$ cat config.mk
export PLATFORM = sky130hd
export DESIGN_NAME = draw_scheduler_flat
export DESIGN_NICKNAME = d
export VERILOG_FILES = /design/src/rtl/draw_scheduler_pkg.sv /design/src/rtl/draw_scheduler_if.sv /design/src/rtl/draw_scheduler_rr_arbiter.sv /design/src/rtl/draw_scheduler.sv /design/src/flat_wrapper.sv
export SDC_FILE = /design/constraint.sdc
export NUM_CORES = 1
export LEC_CHECK = 0
export ABC_AREA = 1
export BUFFER_PORTS_ARGS = -buffer_cell sky130_fd_sc_hd__buf_2
export CELL_PAD_IN_SITES_DETAIL_PLACEMENT = 1
export CELL_PAD_IN_SITES_GLOBAL_PLACEMENT = 1
export CORE_ASPECT_RATIO = 0.6
export CORE_MARGIN = 2
export CORE_UTILIZATION = 31
export DETAILED_ROUTE_END_ITERATION = 10
export HOLD_SLACK_MARGIN = 0.03
export PLACE_DENSITY = 0.9
export SETUP_SLACK_MARGIN = 0.3
export SLEW_MARGIN = 40
export SYNTH_ARGS = -nofsm -noshare
export SYNTH_HDL_FRONTEND = slang
export SYNTH_SLANG_ARGS = --single-unit
$ cat constraint.sdc
create_clock -name clk -period 2.26 [get_ports clk]
set_input_delay 0.226 -clock clk [delete_from_list [all_inputs] [get_ports clk]]
set_output_delay 0.226 -clock clk [all_outputs]
set_load 0.01 [all_outputs]
$ cat src/rtl/draw_scheduler_pkg.sv
// Shared types and field widths for the bitmap draw scheduler.
package draw_sched_pkg;

  localparam int unsigned X_W     = 9;
  localparam int unsigned Y_W     = 8;
  localparam int unsigned COLOR_W = 3;

  typedef enum logic [1:0] {
    IDLE  = 2'd0,
    START = 2'd1,
    RUN   = 2'd2
  } state_t;

endpackage

$ cat src/rtl/draw_scheduler_if.sv
// Drawer-facing and bitmap-facing signal bundle of the draw scheduler.
// master = drawers/bitmap side, slave = the scheduler itself.
interface draw_scheduler_if #(
  parameter int NUM_REQ = 4
);
  import draw_sched_pkg::*;

  logic [NUM_REQ-1:0]         req;
  logic [NUM_REQ-1:0]         draw_in;
  logic [NUM_REQ-1:0]         done_in;
  logic [NUM_REQ*X_W-1:0]     x_in;
  logic [NUM_REQ*Y_W-1:0]     y_in;
  logic [NUM_REQ*COLOR_W-1:0] color_in;

  logic [NUM_REQ-1:0]         start_out;
  logic [NUM_REQ-1:0]         grant;
  logic                       wr_en;
  logic [X_W-1:0]             x;
  logic [Y_W-1:0]             y;
  logic [COLOR_W-1:0]         color;
  logic                       busy;
  logic                       timeout_err;

  modport master (
    output req, draw_in, done_in, x_in, y_in, color_in,
    input  start_out, grant, wr_en, x, y, color, busy, timeout_err
  );

  modport slave (
    input  req, draw_in, done_in, x_in, y_in, color_in,
    output start_out, grant, wr_en, x, y, color, busy, timeout_err
  );

endinterface

$ cat src/rtl/draw_scheduler_rr_arbiter.sv
// Combinational round-robin pick: first set request strictly after last_i,
// wrapping, so last_i = N-1 makes index 0 the first choice.
module rr_arbiter #(
  parameter int N  = 4,
  parameter int LW = 2
) (
  input  logic [N-1:0]  req_i,
  input  logic [LW-1:0] last_i,
  output logic [N-1:0]  winner_o,
  output logic [LW-1:0] idx_o,
  output logic          valid_o
);

  always_comb begin
    int unsigned k;
    winner_o = '0;
    idx_o    = '0;
    valid_o  = 1'b0;
    k        = 0;
    for (int unsigned i = 1; i <= N; i++) begin
      k = (32'(last_i) + i) % N;
      if (!valid_o && req_i[LW'(k)]) begin
        valid_o            = 1'b1;
        idx_o              = LW'(k);
        winner_o[LW'(k)]   = 1'b1;
      end
    end
  end

endmodule

$ cat src/rtl/draw_scheduler.sv
// Round-robin owner of the single bitmap write port; forwards the granted
// drawer's stream. Optional grant watchdog: DRAW_SCHED_TIMEOUT_EN.
module draw_scheduler
  import draw_sched_pkg::*;
#(
  parameter int NUM_REQ        = 4,
  parameter int TIMEOUT_CYCLES = 65536
) (
  input  logic              clk,
  input  logic              reset,
  draw_scheduler_if.slave   bus
);

  localparam int LW = (NUM_REQ > 1) ? $clog2(NUM_REQ) : 1;

  state_t               state_q, state_d;
  logic [NUM_REQ-1:0]   grant_q, grant_d;
  logic [NUM_REQ-1:0]   pending_q, pending_d;
  logic [NUM_REQ-1:0]   start_q, start_d;
  logic [LW-1:0]        idx_q, idx_d;
  logic [LW-1:0]        last_q, last_d;
  logic                 wr_en_q, wr_en_d;
  logic [X_W-1:0]       x_q, x_d;
  logic [Y_W-1:0]       y_q, y_d;
  logic [COLOR_W-1:0]   color_q, color_d;

  logic [NUM_REQ-1:0]   arb_winner;
  logic [LW-1:0]        arb_idx;
  logic                 arb_valid;
  logic                 end_grant;
  logic                 tmo_hit;

  logic                 sel_draw, sel_done;
  logic [X_W-1:0]       sel_x;
  logic [Y_W-1:0]       sel_y;
  logic [COLOR_W-1:0]   sel_color;

  // Live req is OR'd in so an idle scheduler grants on the very next edge.
  rr_arbiter #(
    .N  (NUM_REQ),
    .LW (LW)
  ) u_arb (
    .req_i    (pending_q | bus.req),
    .last_i   (last_q),
    .winner_o (arb_winner),
    .idx_o    (arb_idx),
    .valid_o  (arb_valid)
  );

  always_comb begin
    sel_draw  = 1'b0;
    sel_done  = 1'b0;
    sel_x     = '0;
    sel_y     = '0;
    sel_color = '0;
    for (int unsigned i = 0; i < NUM_REQ; i++) begin
      if (grant_q[i]) begin
        sel_draw  = bus.draw_in[i];
        sel_done  = bus.done_in[i];
        sel_x     = bus.x_in[i*X_W +: X_W];
        sel_y     = bus.y_in[i*Y_W +: Y_W];
        sel_color = bus.color_in[i*COLOR_W +: COLOR_W];
      end
    end
  end

`ifdef DRAW_SCHED_TIMEOUT_EN
  localparam int CW = $clog2(TIMEOUT_CYCLES) + 1;

  logic [CW-1:0] cnt_q, cnt_d;
  logic          timeout_q, timeout_d;

  always_comb begin
    cnt_d     = cnt_q;
    timeout_d = timeout_q;
    tmo_hit   = (state_q == RUN) && (cnt_q == CW'(TIMEOUT_CYCLES - 1));
    if (state_q == START)    cnt_d = '0;
    else if (state_q == RUN) cnt_d = cnt_q + 1'b1;
    if (tmo_hit && !sel_done) timeout_d = 1'b1;
  end

  always_ff @(posedge clk) begin
    if (!reset) begin
      cnt_q     <= '0;
      timeout_q <= 1'b0;
    end else begin
      cnt_q     <= cnt_d;
      timeout_q <= timeout_d;
    end
  end

  assign bus.timeout_err = timeout_q;
`else
  assign tmo_hit         = 1'b0;
  assign bus.timeout_err = 1'b0;
`endif

  always_comb begin
    state_d   = state_q;
    grant_d   = grant_q;
    idx_d     = idx_q;
    last_d    = last_q;
    start_d   = '0;
    end_grant = 1'b0;
    case (state_q)
      IDLE: begin
        if (arb_valid) begin
          grant_d = arb_winner;
          idx_d   = arb_idx;
          state_d = START;
        end
      end
      START: begin
        start_d = grant_q;
        if (sel_done) end_grant = 1'b1;
        else          state_d   = RUN;
      end
      RUN: begin
        if (sel_done || tmo_hit) end_grant = 1'b1;
      end
      default: state_d = IDLE;
    endcase
    if (end_grant) begin
      grant_d = '0;
      last_d  = idx_q;
      state_d = IDLE;
    end
    // A req arriving in the grant's final cycle keeps the drawer pending.
    pending_d = (pending_q & ~(end_grant ? grant_q : '0)) | bus.req;

    wr_en_d = sel_draw;
    x_d     = sel_draw ? sel_x     : x_q;
    y_d     = sel_draw ? sel_y     : y_q;
    color_d = sel_draw ? sel_color : color_q;
  end

  always_ff @(posedge clk) begin
    if (!reset) begin
      state_q   <= IDLE;
      grant_q   <= '0;
      pending_q <= '0;
      start_q   <= '0;
      idx_q     <= '0;
      last_q    <= LW'(NUM_REQ - 1);
      wr_en_q   <= 1'b0;
      x_q       <= '0;
      y_q       <= '0;
      color_q   <= '0;
    end else begin
      state_q   <= state_d;
      grant_q   <= grant_d;
      pending_q <= pending_d;
      start_q   <= start_d;
      idx_q     <= idx_d;
      last_q    <= last_d;
      wr_en_q   <= wr_en_d;
      x_q       <= x_d;
      y_q       <= y_d;
      color_q   <= color_d;
    end
  end

  assign bus.start_out = start_q;
  assign bus.grant     = grant_q;
  assign bus.busy      = (state_q != IDLE);
  assign bus.wr_en     = wr_en_q;
  assign bus.x         = x_q;
  assign bus.y         = y_q;
  assign bus.color     = color_q;

endmodule
$ cat src/flat_wrapper.sv
// flat-port wrapper written by rule: the top's interface ports become plain ports
module draw_scheduler_flat import draw_sched_pkg::*;
#(
  parameter int NUM_REQ        = 4,
  parameter int TIMEOUT_CYCLES = 65536
)
  (clk, reset, bus_req, bus_draw_in, bus_done_in, bus_x_in, bus_y_in, bus_color_in, bus_start_out, bus_grant, bus_wr_en, bus_x, bus_y, bus_color, bus_busy, bus_timeout_err);
  draw_scheduler_if #(.NUM_REQ(NUM_REQ)) bus_i ();
  input  logic clk;
  input  logic reset;
  input wire logic [$bits(bus_i.req)-1:0] bus_req;
  input wire logic [$bits(bus_i.draw_in)-1:0] bus_draw_in;
  input wire logic [$bits(bus_i.done_in)-1:0] bus_done_in;
  input wire logic [$bits(bus_i.x_in)-1:0] bus_x_in;
  input wire logic [$bits(bus_i.y_in)-1:0] bus_y_in;
  input wire logic [$bits(bus_i.color_in)-1:0] bus_color_in;
  output wire logic [$bits(bus_i.start_out)-1:0] bus_start_out;
  output wire logic [$bits(bus_i.grant)-1:0] bus_grant;
  output wire logic [$bits(bus_i.wr_en)-1:0] bus_wr_en;
  output wire logic [$bits(bus_i.x)-1:0] bus_x;
  output wire logic [$bits(bus_i.y)-1:0] bus_y;
  output wire logic [$bits(bus_i.color)-1:0] bus_color;
  output wire logic [$bits(bus_i.busy)-1:0] bus_busy;
  output wire logic [$bits(bus_i.timeout_err)-1:0] bus_timeout_err;
  assign bus_i.req = bus_req;
  assign bus_i.draw_in = bus_draw_in;
  assign bus_i.done_in = bus_done_in;
  assign bus_i.x_in = bus_x_in;
  assign bus_i.y_in = bus_y_in;
  assign bus_i.color_in = bus_color_in;
  assign bus_start_out = bus_i.start_out;
  assign bus_grant = bus_i.grant;
  assign bus_wr_en = bus_i.wr_en;
  assign bus_x = bus_i.x;
  assign bus_y = bus_i.y;
  assign bus_color = bus_i.color;
  assign bus_busy = bus_i.busy;
  assign bus_timeout_err = bus_i.timeout_err;
  draw_scheduler #(.NUM_REQ(NUM_REQ), .TIMEOUT_CYCLES(TIMEOUT_CYCLES)) u_core (.clk(clk), .reset(reset), .bus(bus_i));
endmodule
==> out/results.ini, run 1 <==
[status]
status=finished, final reports clean

[route]
vias=3020
drt_iter0_drc=165
ant_nets=0
route.detailed.drc=0
first_pass_iters=4
routed_wl_mm=9.485
detail_route.vias_per_cell=5.008
wl_per_cell_um=15.73

[sta]
finClkSkew_ns=0.004410
period_minus_slack_ns=1.791
tns_ns=0
setup_viol=0
period_share=0.7925
fmax_mhz=558.4
final_max_slew_viol_count=0
final_hold_viol_count=0
rsz0062_at_grt=false
whs_ns=0.1792

[clock_network]
clock_path_buffers=2
cts-hold-fix-buffers=0
clk_pin_slew_ns=0.06
clock_sinks=39
htreeDepth=2
tritoncts=built
clock_latency_ns=0.28
cts-root-buf=clkbuf_16
cts_buffers=5

[critical_path]
required_ns=2.43
arrival_ns=1.96
cp-start-kind=flip-flop
path_class=reg -> reg
end_kind=flip-flop
reg2regPathDepth=11
crit_fanout=10

[min_path]
hold_class=in -> reg
min_path_cells=3

[placement]
io_buffers=123
dp_hpwl_mm=7.573
place_congestion=0.9134

[power]
power.switching_mw=2.196
power_leakage_nw=1.695
netSwitchingFraction=0.4668
peakVddDrop_uv=696.6
comb_power_share=0.575
power_density_nw_per_um2=1358
seqPwrFrac=0.233
pwr-share-clk=0.192
internal_power_mw=2.509

[synth]
ys_seq_elements=39
synth_top_area_cell=dfxtp_1
synth_seq_area_share=0.3118
yosys.area.top_type_share=0.3118
synth-xor-area-share=0
avgSynthCellArea_um2=6.712
synth_cell_types=28
synth.area.top_cells=dfxtp_1 (31%), nand2_1 (17%), a22oi_1 (6.0%), a31oi_1 (5.0%), ha_1 (5.0%)
yosysWarningCount=0
syn_inst=373
synthMuxAreaShare=0
synth_fa_ha_area_frac=0.04998
synth_compound_area_frac=0.2369
synth_simple_gate_area_frac=0.3248
synth_top_family_by_area=simple AND/OR/NAND/NOR gates
netlist_area_um2=2504
synth_nets=477

[cells_and_area]
drive_above_1_share=0.3333
layout.nets=598
diodes=0
syn_to_final_growth_pct=38.38

[global_route]
grt_pass1_wl_mm=14.60
antenna_found_initial=0
grt_util_all_layers=0.2133
grt_max_degree=37
grt_pass1_vias=2900
grt.overflow.total=0

[flow_run]
max-cap-violations=0

[floorplanning]
row_count=25
die_h_um=73.61
die_x_um=120.0
initial_core_util=0.3189
dieArea_um2=8835
core_um2=7851
ios=125

==> through the flow <==
step | worst slack (ns) | power (mW) | std cells | instance area [µm²] | utilization
5_1_grt | 0.3457 | 5.118 | 603 | 3465 | 0.4413
2_1_floorplan | 0.4206 | 2.899 | 373 | 2504 | -
3_5_place_dp | 0.2728 | 3.758 | 594 | 3252 | 0.4142
4_1_cts | 0.3771 | 4.696 | 602 | 3442 | 0.4384
3_3_place_gp | 0.3889 | 3.669 | 594 | 3252 | 0.4142
6_report | 0.4690 | 4.705 | 603 | 3465 | 0.4413
==> final timing paths <==
kind / end / startpoint / slack (ns)
max: u_core.bus.grant[3] / u_core.last_q[0] / 0.47
min reg2reg: u_core.last_q[1] / u_core.idx_q[1] / 0.48
max reg2reg: u_core.bus.grant[3] / u_core.last_q[0] / 0.47
min: u_core.pending_q[2] / bus_req[2] / 0.18
==> Yosys cell counts, drive strengths merged <==
master / count
inv: 20
nand2: 122
nand3b: 1
nand4: 6
a21oi: 9
o31ai: 4
clkbuf: 10
nor2: 32
dfxtp: 39
conb: 1
nor3: 1
ha: 10
a22oi: 20
buf: 11
a21boi: 1
o21ai: 44
clkinv: 4
nand3: 16
o211ai: 2
a31oi: 20
==> registers in the layout, summed over array words and instances, names as in the netlist <==
register              count
u_core.bus.wr_en          1
u_core.bus.x              9
u_core.idx_q              2
u_core.bus.y              8
u_core.last_q             2
u_core.bus.grant          4
u_core.bus.color          3
u_core.bus.start_out      4
u_core.state_q            2
u_core.pending_q          4
==> placed cells by master (no fill, tap or decap), types with 9 or more instances in the layout <==
master | Yosys | final
o21ai_0 | 22 | 22
dfxtp_1 | 39 | 38
buf_4 | 2 | 11
o21ai_1 | 22 | 22
nor2_1 | 31 | 31
a22oi_1 | 20 | 20
nand2_1 | 112 | 112
a21oi_1 | 9 | 9
inv_1 | 16 | 16
a31oi_1 | 20 | 20
nand3_1 | 11 | 11
buf_2 | 9 | 123
ha_1 | 10 | 9
==> critical path, stage by stage (launching register included) <==
cell and delay [ns]:
dfxtp_4 0.38, inv_2 0.09, buf_4 0.17, nand2_2 0.09
nand3_1 0.16, inv_1 0.09, nor2_1 0.24, nand3_4 0.16
nand2_4 0.13, nand2_1 0.06, nand2_1 0.06, nor2_1 0.05
==> layer usage <==
layer	GRT usage	routed length (µm)	up-vias	part of all wire
met5	0	0	-	0
met4	0.02484	44	0	0.0046
met3	0.06910	791	6	0.083
met2	0.3403	4133	94	0.44
met1	0.2908	4516	1415	0.48
li1	-	-	1505	-
==> power groups by stage <==
stage               Combinational (mW)  Sequential (mW)  Clock [mW]
floorplan                         1.74             1.15           0
global placement                  2.57             1.10           0
detailed placement                2.65             1.11           0
CTS                               2.67             1.10       0.924
global route                      3.02             1.13       0.967
finish                            2.71             1.10       0.901
==> cells by family after synthesis <==
family / count (synthesis)
AND/OR/NAND/NOR: 178
buffers and inverters: 45
flip-flops: 39
other: 1
AO/OA/AOI/OAI: 100
adder cells (fa/ha/maj): 10
==> area by class of cell <==
type	instances	area (µm²)
clock inverter	2	60.06
tap	108	135.1
fill	1058	4387
sequential	39	784.5
timing repair buffer	135	718.2
clock buffer	6	128.9
multi-input combinational	289	1548
inverter	24	90.09
==> what timing repair did <==
action	CTS	global route
buffers inserted	0	1
gates resized for setup	1	2
setup endpoints to repair	6	6
pin swaps	0	1
Note: power is estimated with default switching activity, not from simulation.
==> run 2, diff against run 1 <==
- clock period: 2.26 -> 1.8 ns (I/O delays scaled with it)
==> run 2 against run 1 <==
Against the previous run:
- power increased by 35%
- sequential power up 25%
- sequential share of layout area down 1.1 points
- clock skew about the same
- flip-flop and latch count unchanged
- critical path depth is 1 lower
- hold slack worse by 0.036 ns
- final cell count up 2.3%
- largest cell class unchanged
- clock power increased by 12%
- fmax is 9.4% higher
==> out/results.ini, run 2 (same netlist as run 1, synthesis figures left out) <==
[placement]
place_congestion=0.9367
io_buffers=123
dp_hpwl_mm=7.279
pre_cts_slack_ns=0.04130

[power]
peakVddDrop_uv=562.3
finalPower_mw=6.363
power_density_nw_per_um2=1730
power_leakage_nw=1.771

[floorplanning]
dieArea_um2=8835
die_h_um=73.61
die_x_um=120.0
core_um2=7851
initial_core_util=0.3189
row_count=25
ios=125

[global_route]
antenna_found_initial=0
grt.overflow.total=0
grt_util_all_layers=0.2198
grt_pass1_wl_mm=15.30
grtUsageMet2=0.3617
grt_pass1_vias=3043
grt_use_met3=0.04348
grt_max_degree=41
grtUsageMet1=0.3052
busiest_layer=met2

[sta]
period_share=0.9091
final_hold_viol_count=0
setup_viol=0
rsz0062_at_grt=true
period_minus_slack_ns=1.636
finClkSkew_ns=0.004055
final_max_slew_viol_count=0
fin_ws_ns=0.1637
fmax_mhz=611.1
tns_ns=0

[cells_and_area]
diodes=0
regArea_um2=793.3
multi_input_area_um2=1639
drive_above_1_share=0.4047
largest_reg_flops=9
final_cell_mix=buf_2 (123), nand2_1 (108), dfxtp_1 (33)
fillers=1039
mostFrequentLayoutCell=buf_2
syn_to_final_growth_pct=46.93
layout.nets=612

[clock_network]
clock_path_buffers=2
cts-root-buf=clkbuf_16
htreeDepth=2
clock_sinks=39
cts_buffers=5
tritoncts=built
clk_pin_slew_ns=0.06
clock_latency_ns=0.28

[route]
wl_per_cell_um=15.82
vias=3070
routed_wl_mm=9.760
first_pass_iters=4
ant_nets=0
detail_route.vias_per_cell=4.976
drt_iter0_drc=111
route.detailed.drc=0

[critical_path]
crit_fanout=8
required_ns=2.02
reg2regPathDepth=10
end_kind=flip-flop
cp-start-kind=flip-flop
arrival_ns=1.86
path_class=reg -> reg
reg2reg_from=u_core.last_q[0]
r2r-end=u_core.idx_q[1]
r2r_slack_ns=0.16

[min_path]
worstHoldStart=bus_req[3]
hold_path_end=u_core.pending_q[3]
hold_class=in -> reg
min_path_cells=3

[status]
status=finished, final reports clean

[flow_run]
max-cap-violations=0

run 2: worst max-delay path by stage:
stage,from,end,depth (start not counted)
2_1_floorplan,u_core.last_q[0],u_core.idx_q[0],11
3_3_place_gp,u_core.last_q[0],u_core.bus.grant[3],11
3_5_place_dp,u_core.last_q[0],u_core.idx_q[1],11
4_1_cts,u_core.last_q[0],u_core.idx_q[1],11
5_1_grt,u_core.last_q[0],u_core.bus.grant[1],11
6_report,u_core.last_q[0],u_core.idx_q[1],10
run 2: final cells by class:
| cell class | count | area share |
|---|---|---|
| Multi-Input combinational cell | 289 | 0.4456 |
| Timing Repair Buffer | 149 | 0.2269 |
| Sequential cell | 39 | 0.2156 |
| Tap cell | 108 | 0.03673 |
| Clock buffer | 5 | 0.03401 |
| Inverter | 24 | 0.02925 |
| Clock inverter | 3 | 0.01190 |
run 2: per-layer routing:
layer | share of wire | up-vias
li1 | - | 1529
met1 | 0.47 | 1432
met2 | 0.45 | 103
met3 | 0.070 | 6
met4 | 0.0046 | 0
met5 | 0 | -
run 2: critical path: stages (launching register included):
cell,delay [ns]
dfxtp_4,0.38
inv_8,0.05
ha_4,0.30
inv_4,0.05
nand2_2,0.10
nand2_4,0.11
nor3_4,0.21
nand2_1,0.08
nand2_1,0.12
nor2_1,0.07
nor2_2,0.10
run 2: what timing repair did:
item,in CTS,in global routing
setup endpoints to repair,35,34
pin swaps,15,1
hold buffers,0,0
gates resized for setup,19,13
setup buffers,15,3
run 2: stage by stage:
stage	utilization	instances	hold slack (ns)	cell area [µm²]
finish	0.4685	617	0.1436	3679
global route	0.4685	617	0.1530	3679
CTS	0.4606	614	0.1428	3616
detailed placement	0.4172	591	0.4202	3276
global placement	0.4172	591	0.4030	3276
floorplan	-	373	0.2977	2547
run 2: where the power goes:
group / total, mW / internal, mW / switching, mW
clock: 1.01 / 0.653 / 0.359
sequential: 1.37 / 1.18 / 0.193
combinational: 3.98 / 1.52 / 2.46
==> run 3, diff against run 2 <==
- HOLD_SLACK_MARGIN: 0.03 -> 0.15
- MAX_ROUTING_LAYER: unset -> met4
- RECOVER_POWER: unset -> 50
==> run 3 against run 2 <==
Against the previous run:
- setup slack worse by 0.0071 ns
- wire length is 4.5% higher
- die area stayed put
- clock skew is 0.0013 ns lower
- critical path depth is 1 higher
- flip-flop and latch count stayed put
- final cell count is 0.32% higher
- critical path type unchanged
==> out/results.ini, run 3 (same netlist as run 1, synthesis figures left out) <==
[status]
status=finished, final reports clean

[route]
route.detailed.drc=0
drt_iter0_drc=237
routed_wl_mm=10.20
wl_per_cell_um=16.48
ant_nets=0
vias=3121
first_pass_iters=4
detail_route.vias_per_cell=5.042

[floorplanning]
core_um2=7851
row_count=25
dieArea_um2=8835
ios=125
die_h_um=73.61
die_x_um=120.0
initial_core_util=0.3189

[placement]
io_buffers=123
dp_hpwl_mm=7.360
place_congestion=0.9531
placed_cell_area_um2=3276

[global_route]
grt_pass1_wl_mm=16.00
grt_util_all_layers=0.2376
grt.overflow.total=0
antenna_found_initial=0
grt_max_degree=41
grt_pass1_vias=3143

[sta]
period_minus_slack_ns=1.643
whs_ns=0.1618
tns_ns=0
setup_viol=0
fmax_mhz=608.5
worst_slew_pin_slew_ns=0.5371
period_share=0.9130
final_max_slew_viol_count=0
relSlewSlack=0.6420
finClkSkew_ns=0.002733
final_hold_viol_count=0
rsz0062_at_grt=true

[power]
power_density_nw_per_um2=1768
finalPower_mw=6.627
peakVddDrop_uv=602.1
power_leakage_nw=1.688

[cells_and_area]
fillers=1055
final_cell_mix=nand2_1 (106), buf_2 (97), dfxtp_1 (37)
regArea_um2=788.3
syn_to_final_growth_pct=49.73
multi_input_area_um2=1668
stdcell_area_um2=3749
layout.nets=614
diodes=0
drive_above_1_share=0.3464
mostFrequentLayoutCell=nand2_1
largest_reg_flops=9

[clock_network]
clock_sinks=39
clock_path_buffers=2
cts-root-buf=clkbuf_16
tritoncts=built
htreeDepth=2
clk_pin_slew_ns=0.06
cts_buffers=5
clock_latency_ns=0.28

[critical_path]
cp-start-kind=flip-flop
end_kind=flip-flop
reg2regPathDepth=11
reg2reg_from=u_core.last_q[0]
required_ns=1.98
arrival_ns=1.82
crit_fanout=7
path_class=reg -> reg
r2r-end=u_core.bus.grant[3]
r2r_slack_ns=0.16

[min_path]
worstHoldStart=bus_color_in[9]
min_path_cells=3
hold_class=in -> reg
hold_path_end=u_core.bus.color[0]

[flow_run]
max-cap-violations=0

[run 3: changes by cell type in the layout (fill, tap and decap cells not counted), moves of 2 or more]
cell,change
buf_2,-26
dfxtp_2,-4
a31oi_2,+2
buf_12,+3
nand2_1,-2
clkbuf_1,+27
nand2_2,+2
a31oi_1,-2
dlygate4sd3_1,+4
dfxtp_1,+4
buf_4,-8
[run 3: per-layer routing]
metal	track usage	part of all wire	up-vias	routed length, µm
met5	-	0	-	0
met2	0.3674	0.45	101	4625
met3	0.04814	0.065	11	659
met4	0.04052	0.0067	0	68
met1	0.3263	0.48	1469	4848
li1	-	-	1540	-
[run 3: worst max path at each step]
stage	to	cells past startpoint	slack, ns	from
3_5_place_dp	u_core.bus.grant[0]	11	0.05	u_core.last_q[0]
6_report	u_core.bus.grant[3]	11	0.16	u_core.last_q[0]
3_3_place_gp	u_core.bus.grant[3]	11	0.14	u_core.last_q[0]
5_1_grt	u_core.idx_q[1]	10	0.07	u_core.last_q[0]
2_1_floorplan	u_core.idx_q[0]	11	0.24	u_core.last_q[0]
4_1_cts	u_core.state_q[1]	10	0.18	u_core.last_q[0]
[run 3: power breakdown]
part	switching, mW	internal [mW]
logic	2.58	1.66
clock network	0.360	0.653
registers	0.201	1.17
[run 3: through the flow]
stage	instances	util	worst slack [ns]
after floorplan	373	-	0.2355
after CTS	613	0.4696	0.1836
after global routing	619	0.4775	0.06758
final	619	0.4775	0.1566
after global placement	591	0.4172	0.1379
after detailed placement	591	0.4172	0.05485
[run 3: layout make-up]
| cell class | count | share of cell area |
|---|---|---|
| repair buffers | 151 | 0.2343 |
| clock buffers | 5 | 0.03338 |
| flip-flops and latches | 39 | 0.2103 |
| clock inverters | 3 | 0.01168 |
| multi-input cells | 289 | 0.4449 |
| well taps | 108 | 0.03605 |
| inverters | 24 | 0.02937 |
[run 3: repair_timing]
| action | CTS | global route |
|---|---|---|
| endpoints found under the setup margin | 35 | 34 |
| cloned | 1 | 0 |
| hold buffers | 4 | 0 |
| gates resized for setup | 23 | 14 |
| setup buffers | 9 | 6 |
| pin swaps | 14 | 8 |
| endpoints found under the hold margin | 4 | 0 |
[run 3: critical path, stage by stage (launching register included)]
cell	delay, ns
dfxtp_4	0.38
inv_8	0.04
ha_4	0.29
inv_4	0.05
nand3_4	0.08
nand2_8	0.08
nor2_8	0.15
nand3_4	0.16
nand2_8	0.12
nand2_1	0.05
nand2_1	0.08
nor2_1	0.04
